===== src/rtl/instr_mem_pkg.sv =====
// Shared definitions for the run-time loadable instruction memory.
//   DEFAULT_INSTR  : jump-to-0 word returned for unprogrammed locations
//   state_t        : loader FSM states
//   BYTE_CNT_W     : width of the byte-within-word counter
package instr_mem_pkg;

  // MIPS "j 0": a CPU fetching unprogrammed space spins at the reset vector.
  localparam logic [31:0] DEFAULT_INSTR = 32'h0800_0000;

  localparam int BYTES_PER_WORD = 4;
  localparam int BYTE_CNT_W     = 2;

  typedef enum logic {
    RUN  = 1'b0,
    LOAD = 1'b1
  } state_t;

endpackage


===== src/rtl/load_word_assembler.sv =====
// Collects big-endian program bytes into 32-bit words.
// Ports:
//   clk, reset : clock, asynchronous active-high reset
//   clear      : drop any partially assembled word
//   byte_vld   : byte_in is to be consumed this cycle
//   byte_in    : program byte (first byte of a word is the MSB)
//   byte_cnt   : bytes already held for the current word (0..3)
//   word_vld   : combinational strobe, the 4th byte is arriving now
//   word       : assembled word, meaningful while word_vld is high
module load_word_assembler
  import instr_mem_pkg::*;
(
  input  logic                  clk,
  input  logic                  reset,
  input  logic                  clear,
  input  logic                  byte_vld,
  input  logic [7:0]            byte_in,
  output logic [BYTE_CNT_W-1:0] byte_cnt,
  output logic                  word_vld,
  output logic [31:0]           word
);

  logic [23:0] shift_q;

  // The counter wraps 3 -> 0 on the word-completing byte.
  always_ff @(posedge clk or posedge reset) begin
    if (reset) begin
      byte_cnt <= '0;
    end else if (clear) begin
      byte_cnt <= '0;
    end else if (byte_vld) begin
      byte_cnt <= byte_cnt + 1'b1;
    end
  end

  // Data path carries no reset: byte_cnt decides when its contents matter.
  always_ff @(posedge clk) begin
    if (byte_vld) begin
      shift_q <= {shift_q[15:0], byte_in};
    end
  end

  assign word_vld = byte_vld && (byte_cnt == BYTE_CNT_W'(BYTES_PER_WORD - 1));
  assign word     = {shift_q, byte_in};

endmodule


===== src/rtl/instr_mem_loader.sv =====
// Run-time loadable instruction memory for the MIPS fetch stage.
// Ports:
//   clk, reset  : clock, asynchronous active-high reset
//   fetch_addr  : CPU byte address, word index = fetch_addr[ADDR_W+1:2]
//   fetch_data  : registered instruction word (one-cycle latency)
//   load_start  : pulse, begin (or restart) a program load
//   load_valid  : load_byte is valid this cycle
//   load_byte   : program byte, big-endian within each word
//   load_end    : pulse, program transfer finished
//   loading     : high while a load is in progress, CPU must stall
//   load_error  : sticky, partial last word or overflow
//   word_count  : number of complete words programmed
module instr_mem_loader
  import instr_mem_pkg::*;
#(
  parameter int          ADDR_W       = 6,
  parameter logic [31:0] DEFAULT_WORD = DEFAULT_INSTR
) (
  input  logic            clk,
  input  logic            reset,
  input  logic [31:0]     fetch_addr,
  output logic [31:0]     fetch_data,
  input  logic            load_start,
  input  logic            load_valid,
  input  logic [7:0]      load_byte,
  input  logic            load_end,
  output logic            loading,
  output logic            load_error,
  output logic [ADDR_W:0] word_count
);

  localparam int DEPTH = 1 << ADDR_W;

  state_t                state;
  state_t                state_next;
  logic                  restart;
  logic                  accept;
  logic                  overflow;
  logic                  finish;
  logic                  partial_end;
  logic                  full;
  logic [ADDR_W:0]       wr_ptr;
  logic [BYTE_CNT_W-1:0] byte_cnt;
  logic                  word_vld;
  logic [31:0]           word;
  logic [31:0]           mem [DEPTH];
  logic [ADDR_W-1:0]     fetch_idx;
  logic                  unused_addr_bits;

  // wr_ptr reaches DEPTH once every location has been written.
  assign full = wr_ptr[ADDR_W];

  always_ff @(posedge clk or posedge reset) begin
    if (reset) begin
      state <= RUN;
    end else begin
      state <= state_next;
    end
  end

  // load_start takes priority over everything else in either state, so a
  // byte or load_end arriving alongside it is dropped.
  always_comb begin
    state_next = state;
    restart    = 1'b0;
    accept     = 1'b0;
    overflow   = 1'b0;
    finish     = 1'b0;
    unique case (state)
      RUN: begin
        if (load_start) begin
          state_next = LOAD;
          restart    = 1'b1;
        end
      end
      LOAD: begin
        if (load_start) begin
          restart = 1'b1;
        end else begin
          accept   = load_valid && !full;
          overflow = load_valid && full;
          if (load_end) begin
            state_next = RUN;
            finish     = 1'b1;
          end
        end
      end
      default: state_next = RUN;
    endcase
  end

  // A byte arriving with load_end counts first; the transfer is only partial
  // if that byte does not complete a word, or if bytes were already pending.
  assign partial_end = accept ? !word_vld : (byte_cnt != '0);

  load_word_assembler u_asm (
    .clk      (clk),
    .reset    (reset),
    .clear    (restart || finish),
    .byte_vld (accept),
    .byte_in  (load_byte),
    .byte_cnt (byte_cnt),
    .word_vld (word_vld),
    .word     (word)
  );

  always_ff @(posedge clk or posedge reset) begin
    if (reset) begin
      wr_ptr     <= '0;
      load_error <= 1'b0;
    end else begin
      if (restart) begin
        wr_ptr <= '0;
      end else if (word_vld) begin
        wr_ptr <= wr_ptr + 1'b1;
      end
      if (restart) begin
        load_error <= 1'b0;
      end else if (overflow || (finish && partial_end)) begin
        load_error <= 1'b1;
      end
    end
  end

  // word_vld implies !full, so the truncated pointer is always in range.
  always_ff @(posedge clk) begin
    if (word_vld) begin
      mem[wr_ptr[ADDR_W-1:0]] <= word;
    end
  end

  assign loading    = (state == LOAD);
  assign word_count = wr_ptr;

  // Fetch stage: the array read here sees the pre-edge contents, giving
  // read-before-write on a same-cycle write to the same word.
  assign fetch_idx        = fetch_addr[ADDR_W+1:2];
  assign unused_addr_bits = ^{fetch_addr[31:ADDR_W+2], fetch_addr[1:0]};

  always_ff @(posedge clk or posedge reset) begin
    if (reset) begin
      fetch_data <= DEFAULT_WORD;
    end else if (loading || ({1'b0, fetch_idx} >= wr_ptr)) begin
      fetch_data <= DEFAULT_WORD;
    end else begin
      fetch_data <= mem[fetch_idx];
    end
  end

endmodule


===== config.mk =====
export PLATFORM = sky130hd
export DESIGN_NAME = instr_mem_loader
export DESIGN_NICKNAME = d
export VERILOG_FILES = /design/src/rtl/instr_mem_pkg.sv /design/src/rtl/load_word_assembler.sv /design/src/rtl/instr_mem_loader.sv
export SDC_FILE = /design/constraint.sdc
export NUM_CORES = 2
export LEC_CHECK = 0
export ABC_AREA = 0
export BUFFER_PORTS_ARGS = -buffer_cell sky130_fd_sc_hd__buf_2
export CORE_ASPECT_RATIO = 1.4
export CORE_MARGIN = 8
export CORE_UTILIZATION = 50
export CTS_BUF_LIST = sky130_fd_sc_hd__clkbuf_16
export CTS_CLUSTER_SIZE = 28
export DETAILED_ROUTE_END_ITERATION = 8
export HOLD_SLACK_MARGIN = 0.03
export PLACE_DENSITY = 0.72
export SLEW_MARGIN = 0
export SYNTH_ARGS = -nofsm -noshare
export SYNTH_HDL_FRONTEND = slang
export SYNTH_SLANG_ARGS = --single-unit

===== constraint.sdc =====
create_clock -name clk -period 6.14 [get_ports clk]
set_input_delay 1.228 -clock clk [delete_from_list [all_inputs] [get_ports clk]]
set_output_delay 1.228 -clock clk [all_outputs]
set_load 0.02 [all_outputs]

# Word level (Yosys, flattened, before mapping)
# Memories as Yosys holds them, arrays and structs flattened.
# Index checks and enable logic that the tools add are counted.
[totals]
reg_bits = 67
ramBits = 2048
inputBits = 45
output_inout_bits = 41
elab_cells = 46
memories = 1
[memory_table]
columns = ["name", "words", "width", "rd", "rd_ports_with_merged_regs", "write_ports", "line_no", "rtl"]
rows = [
  ["mem", 64, 32, 1, 0, 1, "instr_mem_loader.sv:46", "logic [31:0] mem [DEPTH];"],
]
[classes]
addsub = 2
n_lt_le_gt_ge = 1
n_eq_ne = 1
n_mux = 21
bitwise = 1
n_reduce_logical = 13
[ops]
columns = ["op", "n"]
rows = [
  ["32-bit two-way mux", 1],
  ["1-bit two-way mux", 15],
  ["7-bit two-way mux", 2],
  ["2-bit nonzero test", 4],
  ["7-bit by 1-bit adder with 7-bit output, second input constant", 1],
  ["6-bit by 7-bit >= comparator with 1-bit output", 1],
  ["1-bit logical AND", 4],
  ["2-bit two-way mux", 2],
  ["1-bit logical OR", 3],
  ["2-bit by 1-bit adder with 2-bit output, second input constant", 1],
  ["2-bit equality test, second input constant", 1],
  ["1-bit logical NOT", 2],
  ["1-bit one-hot mux with 2 select lines", 1],
  ["1-bit NOT", 1],
]

# Longest topological paths before layout
[logic_depth]
ltp_word = 11
mapped_depth = 13

# Hierarchy
# Synthesis repeated with hierarchy kept, for this count alone.
[unflattened]
cells_unflattened = 3556
hier_area_um2 = 81241.7
[modules_own_cells]
columns = ["mod", "n_inst", "cells_each", "area_each_um2"]
rows = [
  ["instr_mem_loader", 1, 3515, 80360.8],
  ["load_word_assembler", 1, 41, 880.8],
]

# Worst setup path after synthesis
# OpenSTA, ideal clock, no wires.
[synth_path]
path_type = "input-to-reg"
startpoint = "input port load_start"
endpoint = "memory mem[63][0] (enable)"
setup_time_ns = 0.421
t_arrival_ns = 4.016
path_slack_ns = 1.702
stages = 6
path_buffers = 2
path_cell_list = "nor4bb_1 > buf_2 > and3_1 > clkbuf_1 > nand3_1 > nor2_1"
[synth_via]
elab_chain_len = 5
[synth_rtl]
columns = ["item", "line_no", "rtl"]
rows = [
  ["from (decl)", "instr_mem_loader.sv:23", "input logic load_start,"],
  ["1-bit two-way mux", "instr_mem_loader.sv:77", "if (load_start) begin"],
  ["1-bit two-way mux", "instr_mem_loader.sv:69", "unique case (state)"],
  ["named net accept", "instr_mem_loader.sv:37", "logic accept;"],
  ["1-bit logical AND", "load_word_assembler.sv:43", "assign word_vld = byte_vld && (byte_cnt == BYTE_CNT_W'(BYTES_PER_WORD - 1));"],
  ["1-bit two-way mux", "instr_mem_loader.sv:127", "if (word_vld) begin"],
  ["1-bit two-way mux (not written as such)", "instr_mem_loader.sv:128", "mem[wr_ptr[ADDR_W-1:0]] <= word;"],
  ["to (decl)", "instr_mem_loader.sv:46", ""],
]
# The timed path passes the listed nets, and every way through them passes these cells.

# Worst setup path after layout
[layout_path]
startpoint = "input port load_start"
endpoint = "memory mem[18][26] (enable)"
[layout_via]
elab_chain_len = 5
[layout_rtl]
columns = ["item", "line_no"]
rows = [
  ["1-bit two-way mux", "instr_mem_loader.sv:77"],
  ["1-bit two-way mux", "instr_mem_loader.sv:69"],
  ["1-bit logical AND", "load_word_assembler.sv:43"],
  ["1-bit two-way mux", "instr_mem_loader.sv:127"],
  ["1-bit two-way mux (not written as such)", "instr_mem_loader.sv:128"],
]
# No other way between the ends.

==> results.sh <==
export IMPL_status="completed"
export IMPL_startpoint_type="input pin"
export IMPL_yosys_cell_types_count=63
export IMPL_cap_violations=0
export IMPL_tightest_slew_ns=1.34
export IMPL_synthesis_area_sq_mm=0.0811
export IMPL_n_fill_cell=11461
export IMPL_endpoint_kind="register"
export IMPL_power_internal_w=0.0223
export IMPL_synth_warnings=0
export IMPL_clock_skew_ns=0.0230
export IMPL_grt_pass1_wl_um=295000
export IMPL_cts_sinks=2115
export IMPL_cp_arrival_ns=4.38
export IMPL_critPathLaunch="load_start"
export IMPL_cp_max_fo=30
export IMPL_cts_htree_levels=4
export IMPL_min_period_ns=3.95
export IMPL_path_cells="buf_2, nor4bb_4, buf_4, nand2_1, nor2_1, nand2_1, nor2_4, buf_4"
export IMPL_num_rows=175
export IMPL_crit_type="input pin to register"
export IMPL_cts_root_buf="clkbuf_16"
export IMPL_drive_gt1_share_pct=26.6
export IMPL_synth_area_leader_cell="edfxtp_1"
export IMPL_clk_pin_slew_ns=0.06
export IMPL_synth_edff_count=2072
export IMPL_rsz0062_at_grt="no"
export IMPL_via_per_inst=6.44
export IMPL_dieArea_sq_mm=0.175
export IMPL_hold_slack_ns=0.509
export IMPL_critPathSlowestCell="nor2_4"
export IMPL_drt_iter0_markers=5315
export IMPL_drc=0
export IMPL_cts_resized=0
export IMPL_synth_area_top_cells="edfxtp_1 (77%), mux4_2 (13%), mux2i_1 (1.5%)"
export IMPL_grt_pass1_vias=40153
export IMPL_reg2regPathDepth=7
export IMPL_leakagePower_nw=28.6
export IMPL_switching_share_pct=20.8
export IMPL_gr_total_overflow=0
export IMPL_rrSetupSlack_ns=2.31
export IMPL_hold_viol_final=0
export IMPL_hp_class="register to register"
export IMPL_reg2reg_from="word_count[6]"
export IMPL_max_freq_mhz=253
export IMPL_hold_depth=2
export IMPL_die_w_um=356
export IMPL_cts_buffers=178
export IMPL_combinationalPowerShare_pct=4.5
export IMPL_netlist_area_leader_share_pct=76.8
export IMPL_fin_total_pwr_w=0.0282
export IMPL_grt_max_degree=75
export IMPL_worst_slack_ns=2.19
export IMPL_nNetsFinal=3911
export IMPL_die_h_um=492
export IMPL_cp_required_ns=6.57
export IMPL_core_area_sq_mm=0.162
export IMPL_drt_wl_total_um=209000
export IMPL_sequentialPowerShare_pct=56.2
export IMPL_synth_seq_area_share_pct=78.1
export IMPL_pre_cts_slack_ns=1.38
export IMPL_io_pins=86
export IMPL_r2r_end="mem[18][26]"
export IMPL_cts_tree="done"
export IMPL_ant_nets=0
export IMPL_cts_buffer_depth=3
export IMPL_synth_main_ff_cell="edfxtp_1"
export IMPL_grt_use_total_pct=23.6
export IMPL_initial_core_util_pct=50.1
export IMPL_antenna_found_initial=4
export IMPL_clk_latency_ns=0.81
export IMPL_synth_seq_cells=2115
export IMPL_cpPeakStageDelay_ns=0.59
export IMPL_setup_viol=0
export IMPL_power_switching_w=0.00584
export IMPL_hold_buffers=0
export IMPL_finalSetupTns_ns=0
export IMPL_slew_headroom_pct=10.1
export IMPL_pwr_share_clk_pct=39.3
export IMPL_ir_worst_vdd_uv=242
export IMPL_areaGrowthSynthToFinish_pct=11.6
export IMPL_cts_setup_buffers=0
export IMPL_drt_first_pass_iters=6
export IMPL_gp_congestion=0.817
export IMPL_ys_async_sr_fraction_pct=2.03
export IMPL_numPortBuffers=59
export IMPL_postSynthAreaPerCell_sq_um=22.3
export IMPL_slew_violations=0
export IMPL_synthCells=3629
export IMPL_cp_depth=8
export IMPL_crit_buf_inv=3
export IMPL_vias=39476
export IMPL_power_density_mw_per_mm2=311
export IMPL_critPathTopFamily="simple AND/OR/NAND/NOR gates"
export IMPL_hpwl_um=119000
export IMPL_finalCritPeriodShare_pct=64.4
export IMPL_syn_num_nets=3683
export IMPL_cp_endpoint="mem[18][26]"
export IMPL_routedWlPerCell_um=34.1
logic make-up (layout without fill, tap and decap cells):
kind of cell,count (synthesis),count (layout),synth area share [%]
adder cells (fa/ha/maj),9,9,0.139
buffers and inverters,205,577,1.77
multiplexers,634,634,15.4
other,0,2,0
XOR/XNOR,6,6,0.0648
AND/OR/NAND/NOR,358,358,1.91
flip-flops,2115,2115,78.1
AO/OA/AOI/OAI,302,302,2.64
state kept, by name, summed over array words and instances (netlist names):
name,flops
u_asm.byte_cnt,2
u_asm.shift_q,24
fetch_data,32
load_error,1
mem,2048
loading,1
word_count,7
Yosys cell counts (4+ instances only):
| cell | count |
|---|---|
| a2111oi_0 | 4 |
| a211oi_1 | 27 |
| a21oi_1 | 59 |
| a221o_1 | 15 |
| a221oi_1 | 20 |
| a22o_1 | 6 |
| a22oi_1 | 43 |
| a311oi_1 | 5 |
| a31oi_1 | 17 |
| and2_1 | 8 |
| and3_1 | 5 |
| buf_1 | 8 |
| buf_12 | 7 |
| buf_2 | 60 |
| buf_4 | 30 |
| buf_6 | 38 |
| buf_8 | 6 |
| clkbuf_1 | 37 |
| dfrtp_1 | 42 |
| edfxtp_1 | 2072 |
| ha_1 | 9 |
| inv_1 | 14 |
| mux2_2 | 25 |
| mux2i_1 | 122 |
| mux4_2 | 485 |
| nand2_1 | 101 |
| nand2b_1 | 8 |
| nand3_1 | 35 |
| nor2_1 | 145 |
| nor2b_1 | 18 |
| nor3_1 | 28 |
| nor4_1 | 7 |
| o211ai_1 | 4 |
| o21ai_0 | 16 |
| o21ai_1 | 12 |
| o221ai_1 | 10 |
| o22ai_1 | 33 |
| o31ai_1 | 7 |
| xnor2_1 | 5 |
per-stage QoR:
step                util [%]  instance area, sq um  std cells
floorplan                  -                 81100       3629
global placement        52.4                 84800       5801
detailed placement      52.4                 84800       5801
CTS                     55.9                 90500       6125
global route            55.9                 90500       6126
finish                  55.9                 90500       6127
worst min-delay path by stage:
stage	from	endpoint	slack [ns]
floorplan	u_asm.byte_cnt[0]	u_asm.byte_cnt[0]	0.54
global placement	load_error	load_error	0.48
detailed placement	load_error	load_error	0.49
CTS	load_error	load_error	0.52
global route	load_error	load_error	0.59
finish	load_error	load_error	0.51
area by class of cell:
type                       instances  area [sq um]  share of cell area (%)
sequential                      2115         63300                    70.0
multi-input combinational       1309         16900                    18.6
clock buffer                     185          4630                    5.12
tap                             2124          2660                    2.94
timing repair buffer             237          1960                    2.17
clock inverter                   139           997                    1.10
inverter                          16          62.6                  0.0692
antenna                            2          5.00                 0.00553
routing by layer:
metal | wire length (um) | vias up | part of all wire [%] | global-route usage, %
li1 | - | 15746 | - | -
met1 | 72200 | 20827 | 35 | 29.9
met2 | 104000 | 2423 | 50 | 39.3
met3 | 20500 | 480 | 9.8 | 4.55
met4 | 12100 | 0 | 5.8 | 11.8
met5 | 0 | - | 0 | 0
worst reg2reg max path, cell delays in order, from the launching register on:
cell      delay, ns
dfrtp_1        0.49
nor4bb_4       0.30
buf_4          0.41
nand2_1        0.23
nor2_1         0.30
nand2_1        0.58
nor2_4         0.59
buf_4          0.54
power groups by stage:
stage                     clock [W]  combinational, W  sequential [W]
final                        0.0111           0.00127          0.0158
after global routing         0.0117           0.00132          0.0158
after CTS                    0.0112           0.00128          0.0158
after detailed placement          0           0.00127          0.0161
after global placement            0           0.00125          0.0161
after floorplan                   0          0.000754          0.0162
cells in the final DEF (no fill, tap or decap), drive strengths merged, types with 7 or more instances in the layout:
cell and n:
o22ai 33, o21ai 28, edfxtp 2072, nand2b 8, nand3 35, nor4 7, a221o 15, nor2 145
a2111oi 7, mux2 25, a22oi 43, mux4 487, ha 9, clkbuf 185, o31ai 7, inv 53
buf 237, dfrtp 42, a21oi 59, nand2 101, and2 8, o221ai 10, nor2b 18, bufinv 15
nor3 28, clkinv 81, a211oi 27, a221oi 23, a31oi 17, mux2i 122
(Power assumes the default switching activity.)
